File: src/rtl/uart_pkg.sv
// Shared UART package: default widths/depths, FIFO operation encoding and a
// constant clog2 helper used by the UART TX/RX blocks and the RX FIFO.
package uart_pkg;

    localparam int DATA_W_DEF = 8;
    localparam int DEPTH_DEF  = 8;

    // Operation applied to the FIFO on a clock edge: {write accepted, read accepted}.
    typedef enum logic [1:0] {
        OP_IDLE = 2'b00,
        OP_RD   = 2'b01,
        OP_WR   = 2'b10,
        OP_BOTH = 2'b11
    } fifo_op_t;

    function automatic int clog2(input int value);
        int r;
        r = 0;
        for (int i = 0; i < 31; i++) begin
            if ((1 << i) < value) begin
                r = i + 1;
            end
        end
        return r;
    endfunction

endpackage

File: src/rtl/fifo_mem.sv
// Storage array for uart_rx_fifo: one synchronous write port, one asynchronous
// read port, every entry cleared while rst is high.
module fifo_mem #(
    parameter int DEPTH  = 8,
    parameter int DATA_W = 8,
    parameter int AW     = 3
) (
    input  logic              clk,
    input  logic              rst,
    input  logic              i_we,
    input  logic [AW-1:0]     i_waddr,
    input  logic [DATA_W-1:0] i_wdata,
    input  logic [AW-1:0]     i_raddr,
    output logic [DATA_W-1:0] o_rdata
);

    logic [DATA_W-1:0] r_mem [DEPTH];

    // NOTE: the array is reset so a popped-empty FIFO reads back 0 after reset;
    // this costs a reset net per bit and forbids mapping to block RAM.
    always_ff @(posedge clk or posedge rst) begin
        if (rst) begin
            for (int i = 0; i < DEPTH; i++) begin
                r_mem[i] <= '0;
            end
        end else if (i_we) begin
            r_mem[i_waddr] <= i_wdata;
        end
    end

    assign o_rdata = r_mem[i_raddr];

endmodule

File: src/rtl/uart_rx_fifo.sv
// First-word-fall-through receive FIFO behind the UART receiver. The sticky
// overflow flag is built only when UART_RX_FIFO_OVERFLOW_FLAG_EN is defined.
module uart_rx_fifo
    import uart_pkg::*;
#(
    parameter int DEPTH  = DEPTH_DEF,
    parameter int DATA_W = DATA_W_DEF
) (
    input  logic                      clk,
    input  logic                      rst,
    input  logic [DATA_W-1:0]         i_wr_data,
    input  logic                      i_wr_en,
    input  logic                      i_rd_en,
    output logic [DATA_W-1:0]         o_rd_data,
    output logic                      o_empty,
    output logic                      o_full,
    output logic [clog2(DEPTH):0]     o_count,
    output logic                      o_overflow,
    input  logic                      i_ovf_clr
);

    localparam int AW = clog2(DEPTH);
    localparam int CW = AW + 1;
    localparam logic [CW-1:0] FULL_COUNT = CW'(DEPTH);

    logic [AW-1:0] r_wr_ptr;
    logic [AW-1:0] r_rd_ptr;
    logic [CW-1:0] r_count;
    logic          w_wr_ok;
    logic          w_rd_ok;
    logic          w_ovf_evt;
    fifo_op_t      w_op;

    assign o_empty = (r_count == '0);
    assign o_full  = (r_count == FULL_COUNT);
    assign o_count = r_count;

    // When full, a write is only accepted if a pop frees the head slot on the same edge.
    assign w_rd_ok   = i_rd_en && !o_empty;
    assign w_wr_ok   = i_wr_en && (!o_full || w_rd_ok);
    assign w_ovf_evt = i_wr_en && o_full && !w_rd_ok;
    assign w_op      = fifo_op_t'({w_wr_ok, w_rd_ok});

    fifo_mem #(
        .DEPTH  (DEPTH),
        .DATA_W (DATA_W),
        .AW     (AW)
    ) u_mem (
        .clk     (clk),
        .rst     (rst),
        .i_we    (w_wr_ok),
        .i_waddr (r_wr_ptr),
        .i_wdata (i_wr_data),
        .i_raddr (r_rd_ptr),
        .o_rdata (o_rd_data)
    );

    // NOTE: sequential state uses non-blocking assignments so every register
    // samples the pre-edge values of the others.
    always_ff @(posedge clk or posedge rst) begin
        if (rst) begin
            r_wr_ptr <= '0;
            r_rd_ptr <= '0;
            r_count  <= '0;
        end else begin
            if (w_wr_ok) begin
                r_wr_ptr <= r_wr_ptr + AW'(1);
            end
            if (w_rd_ok) begin
                r_rd_ptr <= r_rd_ptr + AW'(1);
            end
            case (w_op)
                OP_WR:   r_count <= r_count + CW'(1);
                OP_RD:   r_count <= r_count - CW'(1);
                default: r_count <= r_count;
            endcase
        end
    end

`ifdef UART_RX_FIFO_OVERFLOW_FLAG_EN
    logic r_overflow;

    // A fresh drop wins over a coincident clear.
    always_ff @(posedge clk or posedge rst) begin
        if (rst) begin
            r_overflow <= 1'b0;
        end else if (w_ovf_evt) begin
            r_overflow <= 1'b1;
        end else if (i_ovf_clr) begin
            r_overflow <= 1'b0;
        end
    end

    assign o_overflow = r_overflow;
`else
    logic w_unused_ovf;

    assign w_unused_ovf = &{1'b0, i_ovf_clr, w_ovf_evt};
    assign o_overflow   = 1'b0;
`endif

endmodule

File: config.mk
export PLATFORM = sky130hd
export DESIGN_NAME = uart_rx_fifo
export DESIGN_NICKNAME = d
export VERILOG_FILES = /design/src/rtl/uart_pkg.sv /design/src/rtl/fifo_mem.sv /design/src/rtl/uart_rx_fifo.sv
export SDC_FILE = /design/constraint.sdc
export NUM_CORES = 1
export LEC_CHECK = 0
export ABC_AREA = 1
export BUFFER_PORTS_ARGS = -buffer_cell sky130_fd_sc_hd__buf_4
export CAP_MARGIN = 20
export CORE_MARGIN = 1.5
export CORE_UTILIZATION = 55
export DETAILED_ROUTE_END_ITERATION = 6
export HOLD_SLACK_MARGIN = 0.15
export PLACE_DENSITY = 0.86
export SKIP_CTS_REPAIR_TIMING = 1
export SYNTH_ARGS = -nofsm -noshare
export SYNTH_HDL_FRONTEND = slang
export SYNTH_SLANG_ARGS = --single-unit
export TNS_END_PERCENT = 100
File: constraint.sdc
create_clock -name clk -period 2 [get_ports clk]
set_input_delay 0.1 -clock clk [delete_from_list [all_inputs] [get_ports clk]]
set_output_delay 0.1 -clock clk [all_outputs]
set_load 0.01 [all_outputs]
==> summary.md <==
| Metric | Value |
|---|---|
| Count of boundary I/O pins | `28` |
| Critical Path RT | `2.29 ns` |
| Endpoint type of the worst setup path | `flip-flop` |
| WL final | `10700 um` |
| Clock sink total | `74` |
| Inserted Clock Buffers | `9` |
| Critical path class | `flip-flop to flip-flop` |
| Vias in the first global route | `3418` |
| ANT cells | `0` |
| Max-Cap Viols | `0` |
| Yosys cell types | `28` |
| Largest net degree at the start of global routing | `73` |
| Worst Hold Path Cells | `5` |
| FMAX | `521 MHz` |
| Gp weighted congestion | `0.834` |
| Placed Cells | `636` |
| Buffers on Ports | `25` |
| CTS tree | `built` |
| Initial antenna violation count | `0` |
| Final setup fails | `0` |
| Worst Path Arrival | `2.21 ns` |
| Clock transition at path regs | `0.08 ns` |
| Most used flip-flop cell after synthesis | `dfrtp_1` |
| Root Buffer | `clkbuf_8` |
| HP Class | `input pin to flip-flop` |
| Yosys Warn Count | `0` |
| Multi-input gate area | `0.00193 sq mm` |
| Die Span X | `88.6 um` |
| Async SR Flop Fraction | `1.00` |
| Synth Area per Inst | `7.70 sq um` |
| Via-to-Cell Ratio | `5.79` |
| Crit path max fanout | `3` |
| # fillers | `583` |
| HPWL after DPL | `6740 um` |
| FF/Latch Area | `0.00185 sq mm` |
| ANT nets after route | `0` |
| Post-route DRC | `0` |
| Commonest non-fill, non-tap cell in the layout | `nand2_1` |
| PD cells | `1600 mW/mm^2` |
| H-tree Lvls | `3` |
| Rows | `31` |
| Min Hold Slack | `0.217 ns` |
| GRT Resource Usage Total | `0.287` |
| Grt total ovfl | `0` |
| Worst skew pair latency | `0.37 ns` |
| Drt pass-1 iters | `7` |
| Register area share after synthesis | `0.460` |
| Most frequent cells in the layout | `215 x nand2_1, 72 x dfrtp_1, 64 x nand4_1` |
| Clk_skew | `0.0117 ns` |
| Area added between synthesis and finish | `16.7%` |
| Mapped Cells | `523` |
| 1st-iter DRT viols | `518` |
| Post-Layout Cell Count | `664` |
| Post-Place Worst Slack | `0.0525 ns` |
| Fraction of layout instances using a drive strength above 1 | `0.172` |
| Post-Syn Nets | `542` |
| Critical path launch point type | `flip-flop` |
| Wire per inst | `16.1 um` |
| Synth Cell Area | `0.00403 sq mm` |
| Global-route wire length before repair | `16900 um` |
| Crit path time final | `1.92 ns` |
| Fin. Hold Viols | `0` |
| #FFs+latches synth | `74` |
| Max clock buf depth | `2` |
| VDD IR max | `0.000892 V` |
| Vias | `3845` |
| Die extent in y | `88.6 um` |
| Fin nets | `579` |
| Die ar. | `0.00784 sq mm` |
| Core Util, Final | `0.655` |
| Number of synthesized flops with an enable pin | `0` |
| Core region area | `0.00718 sq mm` |
| Status | `completed` |
| Worst r2r path cells | `10` |
| Initial Utilization | `0.561` |
| Setup slack after layout | `0.0805 ns` |
| Fin. max-slew vios | `0` |
| Tcrit/Tclk final | `0.960` |
| Lkg Pwr | `0.00243 uW` |
power by group:
| part | leakage (uW) | total [uW] | switching (uW) | internal [uW] |
|---|---|---|---|---|
| combinational | 0.00141 | 3650 | 2200 | 1440 |
| clock | 0.0000889 | 1190 | 607 | 578 |
| sequential | 0.000925 | 2690 | 495 | 2190 |
per-stage QoR:
| step | setup TNS (ns) | total power (uW) | cell area (sq um) |
|---|---|---|---|
| floorplan | -0.0454 | 5000 | 4030 |
| global placement | 0 | 6000 | 4350 |
| detailed placement | 0 | 6190 | 4350 |
| CTS | 0 | 7370 | 4540 |
| global route | -0.0199 | 8120 | 4700 |
| finish | 0 | 7520 | 4700 |
layer usage:
metal  global-route usage  part of all wire
met5                    0                 0
met4                0.135             0.038
met3               0.0569             0.084
met2                0.439              0.47
met1                0.396              0.41
cells in the mapped netlist, types with 3 or more instances:
cell / n / area (sq um)
nand2_2: 4 / 25.0
buf_4: 5 / 37.5
dfrtp_1: 74 / 1850
clkbuf_2: 9 / 45.0
buf_6: 6 / 67.6
nand3_1: 9 / 45.0
nor2_1: 41 / 154
ha_1: 5 / 62.6
nand4_1: 64 / 400
clkbuf_1: 9 / 33.8
nor2_4: 8 / 90.1
o21ai_0: 20 / 100
inv_1: 11 / 41.3
inv_2: 5 / 18.8
buf_2: 5 / 25.0
o21ai_1: 17 / 85.1
nand2_1: 216 / 811
xnor2_1: 3 / 26.3
cell type report:
class                      instances  share of cell area
multi-input combinational        397               0.411
sequential                        74               0.395
timing repair buffer              61               0.111
clock buffer                      10              0.0272
tap                               99              0.0264
inverter                          17              0.0154
clock inverter                     6              0.0141
final timing paths:
kind	startpoint	end	slack (ns)
worst min-delay path	i_wr_en	r_wr_ptr[1]$_DFFE_PP0P_	0.22
worst max register to register	o_count[1]$_DFFE_PP0P_	o_count[2]$_DFFE_PP0P_	0.08
max in group asynchronous	rst	u_mem.r_mem[36]$_DFFE_PP0P_	1.11
worst max-delay path	o_count[1]$_DFFE_PP0P_	o_count[2]$_DFFE_PP0P_	0.08
worst min register to register	u_mem.r_mem[31]$_DFFE_PP0P_	u_mem.r_mem[31]$_DFFE_PP0P_	0.48
min in group asynchronous	rst	u_mem.r_mem[61]$_DFFE_PP0P_	0.26
worst max-delay path, stage by stage (launching register included):
cell and delay, ns:
dfrtp_2 0.42, nor2_4 0.12, buf_4 0.13, nand3b_4 0.10, nand2_2 0.10, ha_4 0.15, buf_4 0.12, inv_1 0.06
fa_1 0.39, xor2_1 0.15, o21ai_1 0.11
flip-flops by register name (all words and copies together), names as in the netlist:
register / flops
u_mem.r_mem: 64
o_count: 4
r_rd_ptr: 3
r_wr_ptr: 3
cells by family after synthesis:
group | count (synthesis) | synth area share
AO/OA/AOI/OAI | 37 | 0.0460
XOR/XNOR | 5 | 0.0109
adder cells (fa/ha/maj) | 6 | 0.0205
other | 1 | 0.000931
AND/OR/NAND/NOR | 348 | 0.392
buffers and inverters | 52 | 0.0693
flip-flops | 74 | 0.460
Note: power is estimated with default switching activity, not from simulation.
